===== config.mk =====
export PLATFORM = sky130hd
export DESIGN_NAME = uart_line_rx
export DESIGN_NICKNAME = d
export VERILOG_FILES = /design/src/rtl/uart_pkg.sv /design/src/rtl/uart_rx_byte.sv /design/src/rtl/uart_line_rx.sv
export SDC_FILE = /design/constraint.sdc
export NUM_CORES = 1
export LEC_CHECK = 0
export CAP_MARGIN = 20
export CORE_ASPECT_RATIO = 1.25
export CORE_MARGIN = 5
export CORE_UTILIZATION = 50
export DETAILED_ROUTE_END_ITERATION = 7
export GPL_TIMING_DRIVEN = 0
export PLACE_DENSITY = 0.64
export SETUP_SLACK_MARGIN = 0.5
export SLEW_MARGIN = 25
export SYNTH_ARGS = -nofsm -noshare
export SYNTH_HDL_FRONTEND = slang
export SYNTH_SLANG_ARGS = --single-unit

===== constraint.sdc =====
create_clock -name clk_i -period 2.7 [get_ports clk_i]
set_input_delay 0.27 -clock clk_i [delete_from_list [all_inputs] [get_ports clk_i]]
set_output_delay 0.27 -clock clk_i [all_outputs]
set_load 0.05 [all_outputs]

===== src/rtl/uart_pkg.sv =====
`default_nettype none
// +--------------------------------------------------------------------------+
// | uart_pkg : shared types, character constants and baud divider helper     |
// | Rev 1.0  : initial release                                               |
// +--------------------------------------------------------------------------+
package uart_pkg;

    localparam logic [7:0] NUL = 8'h00;
    localparam logic [7:0] CR  = 8'h0D;

    // BREAK holds off start detection until a low stop bit has cleared
    typedef enum logic [2:0] {
        IDLE   = 3'd0,
        START  = 3'd1,
        DATA   = 3'd2,
        PARITY = 3'd3,
        STOP   = 3'd4,
        BREAK  = 3'd5
    } byte_state_t;

    typedef enum logic [0:0] {
        FILL  = 1'b0,
        READY = 1'b1
    } line_state_t;

    function automatic int uart_div(input int clk_hz, input int baud);
        return (clk_hz + baud / 2) / baud;
    endfunction

endpackage
`default_nettype wire


===== src/rtl/uart_rx_byte.sv =====
`default_nettype none
// +--------------------------------------------------------------------------+
// | uart_rx_byte : rx synchroniser, bit timer and 8N1/8E1 byte deframer      |
// | Option macro : UART_RX_PARITY_EN (even parity bit after data bit 7)      |
// | Rev 1.0      : initial release                                           |
// +--------------------------------------------------------------------------+
module uart_rx_byte
    import uart_pkg::*;
#(
    parameter int CLK_HZ = 24_000_000,
    parameter int BAUD   = 115200
) (
    input  logic       clk_i,
    input  logic       rst_i,
    input  logic       rx_i,
    output logic [7:0] data_o,
    output logic       byte_valid_o,
    output logic       frame_err_o
);

    localparam int              c_div  = uart_div(CLK_HZ, BAUD);
    localparam int              c_tw   = $clog2(c_div) + 1;
    localparam logic [c_tw-1:0] c_half = c_tw'(c_div / 2);
    localparam logic [c_tw-1:0] c_full = c_tw'(c_div);
    localparam logic [c_tw-1:0] c_one  = c_tw'(1);

    byte_state_t     r_state;
    byte_state_t     w_state_next;
    logic            r_rx_meta;
    logic            r_rx_sync;
    logic            r_rx_prev;
    logic [c_tw-1:0] r_timer;
    logic [2:0]      r_bit_cnt;
    logic [7:0]      r_shift;
    logic            r_byte_valid;
    logic            r_frame_err;
    logic            w_expire;
    logic            w_load_half;
    logic            w_load_full;
    logic            w_shift;
    logic            w_valid;
    logic            w_err;
    logic            w_par_ok;

`ifdef UART_RX_PARITY_EN
    localparam byte_state_t c_after_data = PARITY;
    logic r_par_bit;
    logic w_par_sample;

    always_ff @(posedge clk_i) begin
        if (rst_i)
            r_par_bit <= 1'b0;
        else if (w_par_sample)
            r_par_bit <= r_rx_sync;
    end

    assign w_par_ok = ~((^r_shift) ^ r_par_bit);
`else
    localparam byte_state_t c_after_data = STOP;
    assign w_par_ok = 1'b1;
`endif

    assign w_expire = (r_timer == c_one);

    always_ff @(posedge clk_i) begin
        if (rst_i)
            r_state <= IDLE;
        else
            r_state <= w_state_next;
    end

    always_comb begin
        w_state_next = r_state;
        w_load_half  = 1'b0;
        w_load_full  = 1'b0;
        w_shift      = 1'b0;
        w_valid      = 1'b0;
        w_err        = 1'b0;
`ifdef UART_RX_PARITY_EN
        w_par_sample = 1'b0;
`endif
        case (r_state)
            IDLE: if (r_rx_prev && !r_rx_sync) begin
                w_state_next = START;
                w_load_half  = 1'b1;
            end
            START: if (w_expire) begin
                if (!r_rx_sync) begin
                    w_state_next = DATA;
                    w_load_full  = 1'b1;
                end else begin
                    w_state_next = IDLE;
                end
            end
            DATA: if (w_expire) begin
                w_shift     = 1'b1;
                w_load_full = 1'b1;
                if (r_bit_cnt == 3'd7)
                    w_state_next = c_after_data;
            end
`ifdef UART_RX_PARITY_EN
            PARITY: if (w_expire) begin
                w_par_sample = 1'b1;
                w_load_full  = 1'b1;
                w_state_next = STOP;
            end
`endif
            STOP: if (w_expire) begin
                if (r_rx_sync && w_par_ok) begin
                    w_valid      = 1'b1;
                    w_state_next = IDLE;
                end else begin
                    w_err        = 1'b1;
                    w_state_next = r_rx_sync ? IDLE : BREAK;
                end
            end
            BREAK: if (r_rx_sync)
                w_state_next = IDLE;
            default: w_state_next = IDLE;
        endcase
    end

    // Synchroniser resets to idle-high so leaving reset never fakes a start edge
    always_ff @(posedge clk_i) begin
        if (rst_i) begin
            r_rx_meta    <= 1'b1;
            r_rx_sync    <= 1'b1;
            r_rx_prev    <= 1'b1;
            r_timer      <= '0;
            r_bit_cnt    <= '0;
            r_shift      <= '0;
            r_byte_valid <= 1'b0;
            r_frame_err  <= 1'b0;
        end else begin
            r_rx_meta <= rx_i;
            r_rx_sync <= r_rx_meta;
            r_rx_prev <= r_rx_sync;
            if (w_load_half)
                r_timer <= c_half;
            else if (w_load_full)
                r_timer <= c_full;
            else if (r_timer != '0)
                r_timer <= r_timer - c_one;
            if (w_load_half)
                r_bit_cnt <= '0;
            else if (w_shift)
                r_bit_cnt <= r_bit_cnt + 3'd1;
            if (w_shift)
                r_shift <= {r_rx_sync, r_shift[7:1]};
            r_byte_valid <= w_valid;
            r_frame_err  <= w_err;
        end
    end

    assign data_o       = r_shift;
    assign byte_valid_o = r_byte_valid;
    assign frame_err_o  = r_frame_err;

endmodule
`default_nettype wire


===== src/rtl/uart_line_rx.sv =====
`default_nettype none
// +--------------------------------------------------------------------------+
// | uart_line_rx : UART receiver collecting a null-terminated line in RAM    |
// | Option macro : UART_RX_PARITY_EN (8E1 frames, handled in uart_rx_byte)   |
// | Rev 1.0      : initial release                                           |
// +--------------------------------------------------------------------------+
module uart_line_rx
    import uart_pkg::*;
#(
    parameter int         CLK_HZ = 24_000_000,
    parameter int         BAUD   = 115200,
    parameter int         ADDR_W = 4,
    parameter logic [7:0] TERM   = CR
) (
    input  logic              clk_i,
    input  logic              rst_i,
    input  logic              rx_i,
    input  logic [ADDR_W-1:0] rd_addr_i,
    output logic [7:0]        rd_data_o,
    output logic              line_ready_o,
    output logic [ADDR_W:0]   line_len_o,
    input  logic              ack_i,
    output logic              overflow_o,
    output logic              frame_err_o
);

    localparam int                c_depth   = 2 ** ADDR_W;
    localparam logic [ADDR_W-1:0] c_ptr_max = '1;

    line_state_t       r_state;
    line_state_t       w_state_next;
    logic [7:0]        r_mem [c_depth];
    logic [ADDR_W-1:0] r_wr_ptr;
    logic [ADDR_W:0]   r_line_len;
    logic              r_overflow;
    logic [7:0]        r_rd_data;
    logic [7:0]        w_byte;
    logic              w_byte_valid;
    logic              w_we;
    logic [7:0]        w_wdata;
    logic              w_ptr_inc;
    logic              w_set_ovf;
    logic              w_done;
    logic              w_release;

    uart_rx_byte #(
        .CLK_HZ (CLK_HZ),
        .BAUD   (BAUD)
    ) u_rx_byte (
        .clk_i        (clk_i),
        .rst_i        (rst_i),
        .rx_i         (rx_i),
        .data_o       (w_byte),
        .byte_valid_o (w_byte_valid),
        .frame_err_o  (frame_err_o)
    );

    always_ff @(posedge clk_i) begin
        if (rst_i)
            r_state <= FILL;
        else
            r_state <= w_state_next;
    end

    // The last slot is reserved for the null, so payload saturates at DEPTH-1
    always_comb begin
        w_state_next = r_state;
        w_we         = 1'b0;
        w_wdata      = w_byte;
        w_ptr_inc    = 1'b0;
        w_set_ovf    = 1'b0;
        w_done       = 1'b0;
        w_release    = 1'b0;
        case (r_state)
            FILL: if (w_byte_valid) begin
                if (w_byte == TERM || w_byte == NUL) begin
                    w_we         = 1'b1;
                    w_wdata      = NUL;
                    w_done       = 1'b1;
                    w_state_next = READY;
                end else if (r_wr_ptr != c_ptr_max) begin
                    w_we      = 1'b1;
                    w_ptr_inc = 1'b1;
                end else begin
                    w_set_ovf = 1'b1;
                end
            end
            READY: begin
                w_set_ovf = w_byte_valid;
                if (ack_i) begin
                    w_release    = 1'b1;
                    w_state_next = FILL;
                end
            end
            default: w_state_next = FILL;
        endcase
    end

    // A drop coinciding with the ack wins, keeping overflow visible
    always_ff @(posedge clk_i) begin
        if (rst_i) begin
            r_wr_ptr   <= '0;
            r_line_len <= '0;
            r_overflow <= 1'b0;
            r_rd_data  <= '0;
        end else begin
            if (w_release)
                r_wr_ptr <= '0;
            else if (w_ptr_inc)
                r_wr_ptr <= r_wr_ptr + 1'b1;
            if (w_done)
                r_line_len <= {1'b0, r_wr_ptr};
            if (w_set_ovf)
                r_overflow <= 1'b1;
            else if (w_release)
                r_overflow <= 1'b0;
            r_rd_data <= r_mem[rd_addr_i];
        end
    end

    always_ff @(posedge clk_i) begin
        if (w_we)
            r_mem[r_wr_ptr] <= w_wdata;
    end

    assign rd_data_o    = r_rd_data;
    assign line_ready_o = (r_state == READY);
    assign line_len_o   = r_line_len;
    assign overflow_o   = r_overflow;

endmodule
`default_nettype wire

==> key figures <==
STA
  – Final setup violation count: 0
  – Hold WS: 396 ps
  – Period utilization: 79.2%
  – Worst-Margin Slew: 711 ps
  – Fin crit period: 2140 ps
  – Final setup TNS: 0 ps
  – RSZ-0062 raised after global routing: true
  – Fin. Hold Viols: 0
  – Final Slew Violations: 0
  – Max Clock Skew: 6.87 ps
  – Max_slew headroom: 52.6%
  – Highest clock rate: 467 MHz

GRT
  – Initial antenna violation count: 0
  – Total GRT Usage: 18.1%
  – Remaining Overflow, GRT: 0
  – Number of global-route vias before repair: 4104
  – Wire length of the first global-routing pass: 22300 um
  – Largest net degree at the start of global routing: 17

Worst setup path
  – Type of origin of the critical path: flop
  – Worst EP arrival: 2200 ps
  – R2R Setup Slk: 560 ps
  – Data required time of the worst path: 2760 ps
  – Worst reg2reg path startpoint: u_rx_byte.data_o[1]
  – CP endpoint kind: flop
  – Critical path type: flop to flop
  – Worst R2R End: r_mem[15][0]
  – R2r worst-path depth: 4
  – CP max FO: 10

Synth
  – Top FF cell, synth: edfxtp_1
  – Synth async-reset ratio: 0%
  – Yosys reg bits: 174
  – Mapped Avg Cell Area: 15.0 um^2
  – Cells after Synth: 478
  – Number of synthesized flops with an enable pin: 128
  – Synth warn: 0
  – Yosys cell types: 61
  – Synth top area share: 53.6%
  – Post-Syn Nets: 494
  – Sequential share of the synthesized area: 66.4%
  – Largest area contributor in the netlist: edfxtp_1
  – Cell Area, Synth: 7180 um^2
  – Synth area leaders: edfxtp_1 (54%), dfxtp_1 (13%), mux4_2 (6.6%)

Cells and area
  – Nets: 531
  – Diodes inserted: 0
  – Commonest non-fill, non-tap cell in the layout: edfxtp_1
  – Area of the multi-input gates: 2270 um^2
  – Area grow syn2layout: 14.4%
  – Share of post-route cells with drive strength above 1: 17.2%
  – Commonest non-fill, non-tap cells in the layout: edfxtp_1 (128), dfxtp_1 (45), mux2i_1 (30), nor2_1 (26), mux4_2 (21)
  – Fill cells: 1124
  – FF+latch area: 4770 um^2

Clock tree
  – Postcts setup bufs: 0
  – Reg clk slew, reported paths: 60 ps
  – Skew-Pair Late Insertion Delay: 420 ps
  – # hold bufs at CTS: 0
  – Root buf cell: clkbuf_16
  – CTS buffer count: 17
  – Largest buffer count on any clock path: 2
  – Htree depth: 4
  – Clk sinks: 174
  – CTS tree: built

Drt
  – Drt wl/cell: 20.0 um
  – Vias per inst: 5.72
  – Initial DRC Count: 146
  – Detailed Route WL: 14100 um
  – DRT antenna net count: 0
  – # DRC: 0
  – DR pass1 iterations: 5
  – Vias: 4036

Power
  – Sw frac: 23.1%
  – Leak Pwr: 0.00284 uW
  – Combinational power share: 10.6%
  – IR drop worst, VDD: 0.000681 V
  – Clk network pwr share: 40.0%
  – Flop pwr share: 49.4%
  – Switching power: 1390 uW
  – Pwr/cell area: 731 nW/um^2
  – P_int: 4610 uW

Floorplan
  – Die width: 117 um
  – Core Rows: 49
  – Die height: 144 um
  – Core Area: 14200 um^2
  – Starting Density: 50.5%
  – Die area: 16900 um^2
  – I/O pin cnt: 24

Worst hold path
  – HP Class: primary input to flop
  – Hold path start: rst_i
  – Hold Path End: overflow_o
  – WHS Path Cells: 3

Placement
  – HPWL after DPL: 9760 um
  – Port Buf Inserts: 18
  – RD Place Congestion: 0.851

Flow run
  – Max_cap viols: 0

Status
  – Outcome: complete, no violations
## what timing repair did
| action | CTS | global route |
|---|---|---|
| pin swaps | 0 | 2 |
| endpoints found under the setup margin | 32 | 58 |
| resized for setup | 4 | 9 |
## power by group through the flow
| stage | clock network [uW] | logic, uW | registers [uW] |
|---|---|---|---|
| floorplan | 0 | 451 | 3040 |
| global placement | 0 | 612 | 3010 |
| detailed placement | 0 | 621 | 3020 |
| CTS | 2450 | 622 | 2960 |
| global route | 2560 | 723 | 2970 |
| finish | 2400 | 639 | 2960 |
## metrics by stage
step	std cells	power [uW]	area [um^2]	setup slack (ps)	util [%]
after detailed placement	674	3640	7580	278	53.3
after CTS	706	6030	8170	424	57.5
final	706	6000	8210	561	57.7
after global routing	706	6260	8210	500	57.7
after global placement	674	3630	7580	307	53.3
after floorplan	478	3490	7180	595	-
## flip-flops by register name (all words and copies together) (netlist names), 3 cells and up
register and flops:
line_len_o 4, r_mem 128, r_wr_ptr 4, rd_data_o 8, u_rx_byte.data_o 8, u_rx_byte.r_bit_cnt 3, u_rx_byte.r_state 3, u_rx_byte.r_timer 9
## how the worst max path moves through the flow
stage                                   start           end  slack, ps  cells past startpoint
final                     u_rx_byte.data_o[1]  r_mem[15][0]        560                      4
after global routing      u_rx_byte.data_o[1]  r_mem[13][5]        500                      5
after CTS                 u_rx_byte.data_o[1]  r_mem[12][0]        420                      5
after detailed placement  u_rx_byte.data_o[1]  r_mem[12][2]        280                      5
after global placement    u_rx_byte.data_o[1]  r_mem[13][2]        310                      5
after floorplan           u_rx_byte.data_o[1]  r_mem[12][0]        590                      5
## logic make-up after synthesis
family	after synthesis	synth area share, %
AND/OR/NAND/NOR	121	9.22
buffers and inverters	40	2.74
multiplexers	60	12.2
XOR/XNOR	4	0.488
AO/OA/AOI/OAI	69	7.39
other	1	0.0523
adder cells (fa/ha/maj)	9	1.53
flip-flops	174	66.4
## cell usage after synthesis, types with 7 or more instances
library cell  count
edfxtp_1        128
dfxtp_1          46
mux2i_1          30
nor2_1           26
mux4_2           21
nand2_1          18
and2_1           17
a21oi_1          16
clkbuf_1         15
nand3_1          13
inv_1            11
mux2_2            9
ha_1              8
nor2b_1           8
nor3_1            8
o21ai_0           8
o211ai_1          7
## routing by layer
layer | share of wire (%) | track usage, % | up-vias
met1 | 40 | 21.0 | 2003
met2 | 54 | 32.0 | 89
met4 | 1.6 | 6.28 | 0
met3 | 4.5 | 4.80 | 18
met5 | 0 | 0 | -
li1 | - | - | 1926
## cell type report
class,count,area share [%]
flip-flops and latches,174,58.0
repair buffers,18,2.19
well taps,178,2.71
clock buffers,18,5.23
multi-input cells,264,27.6
plain buffers,29,1.89
inverters,11,0.503
clock inverters,14,1.83
## critical path, stage by stage, from the launching register on
cell	delay, ps
dfxtp_1	330
or4_4	580
a211o_1	260
buf_6	150
nor3_4	460
Note: power is estimated with default switching activity, not from simulation.
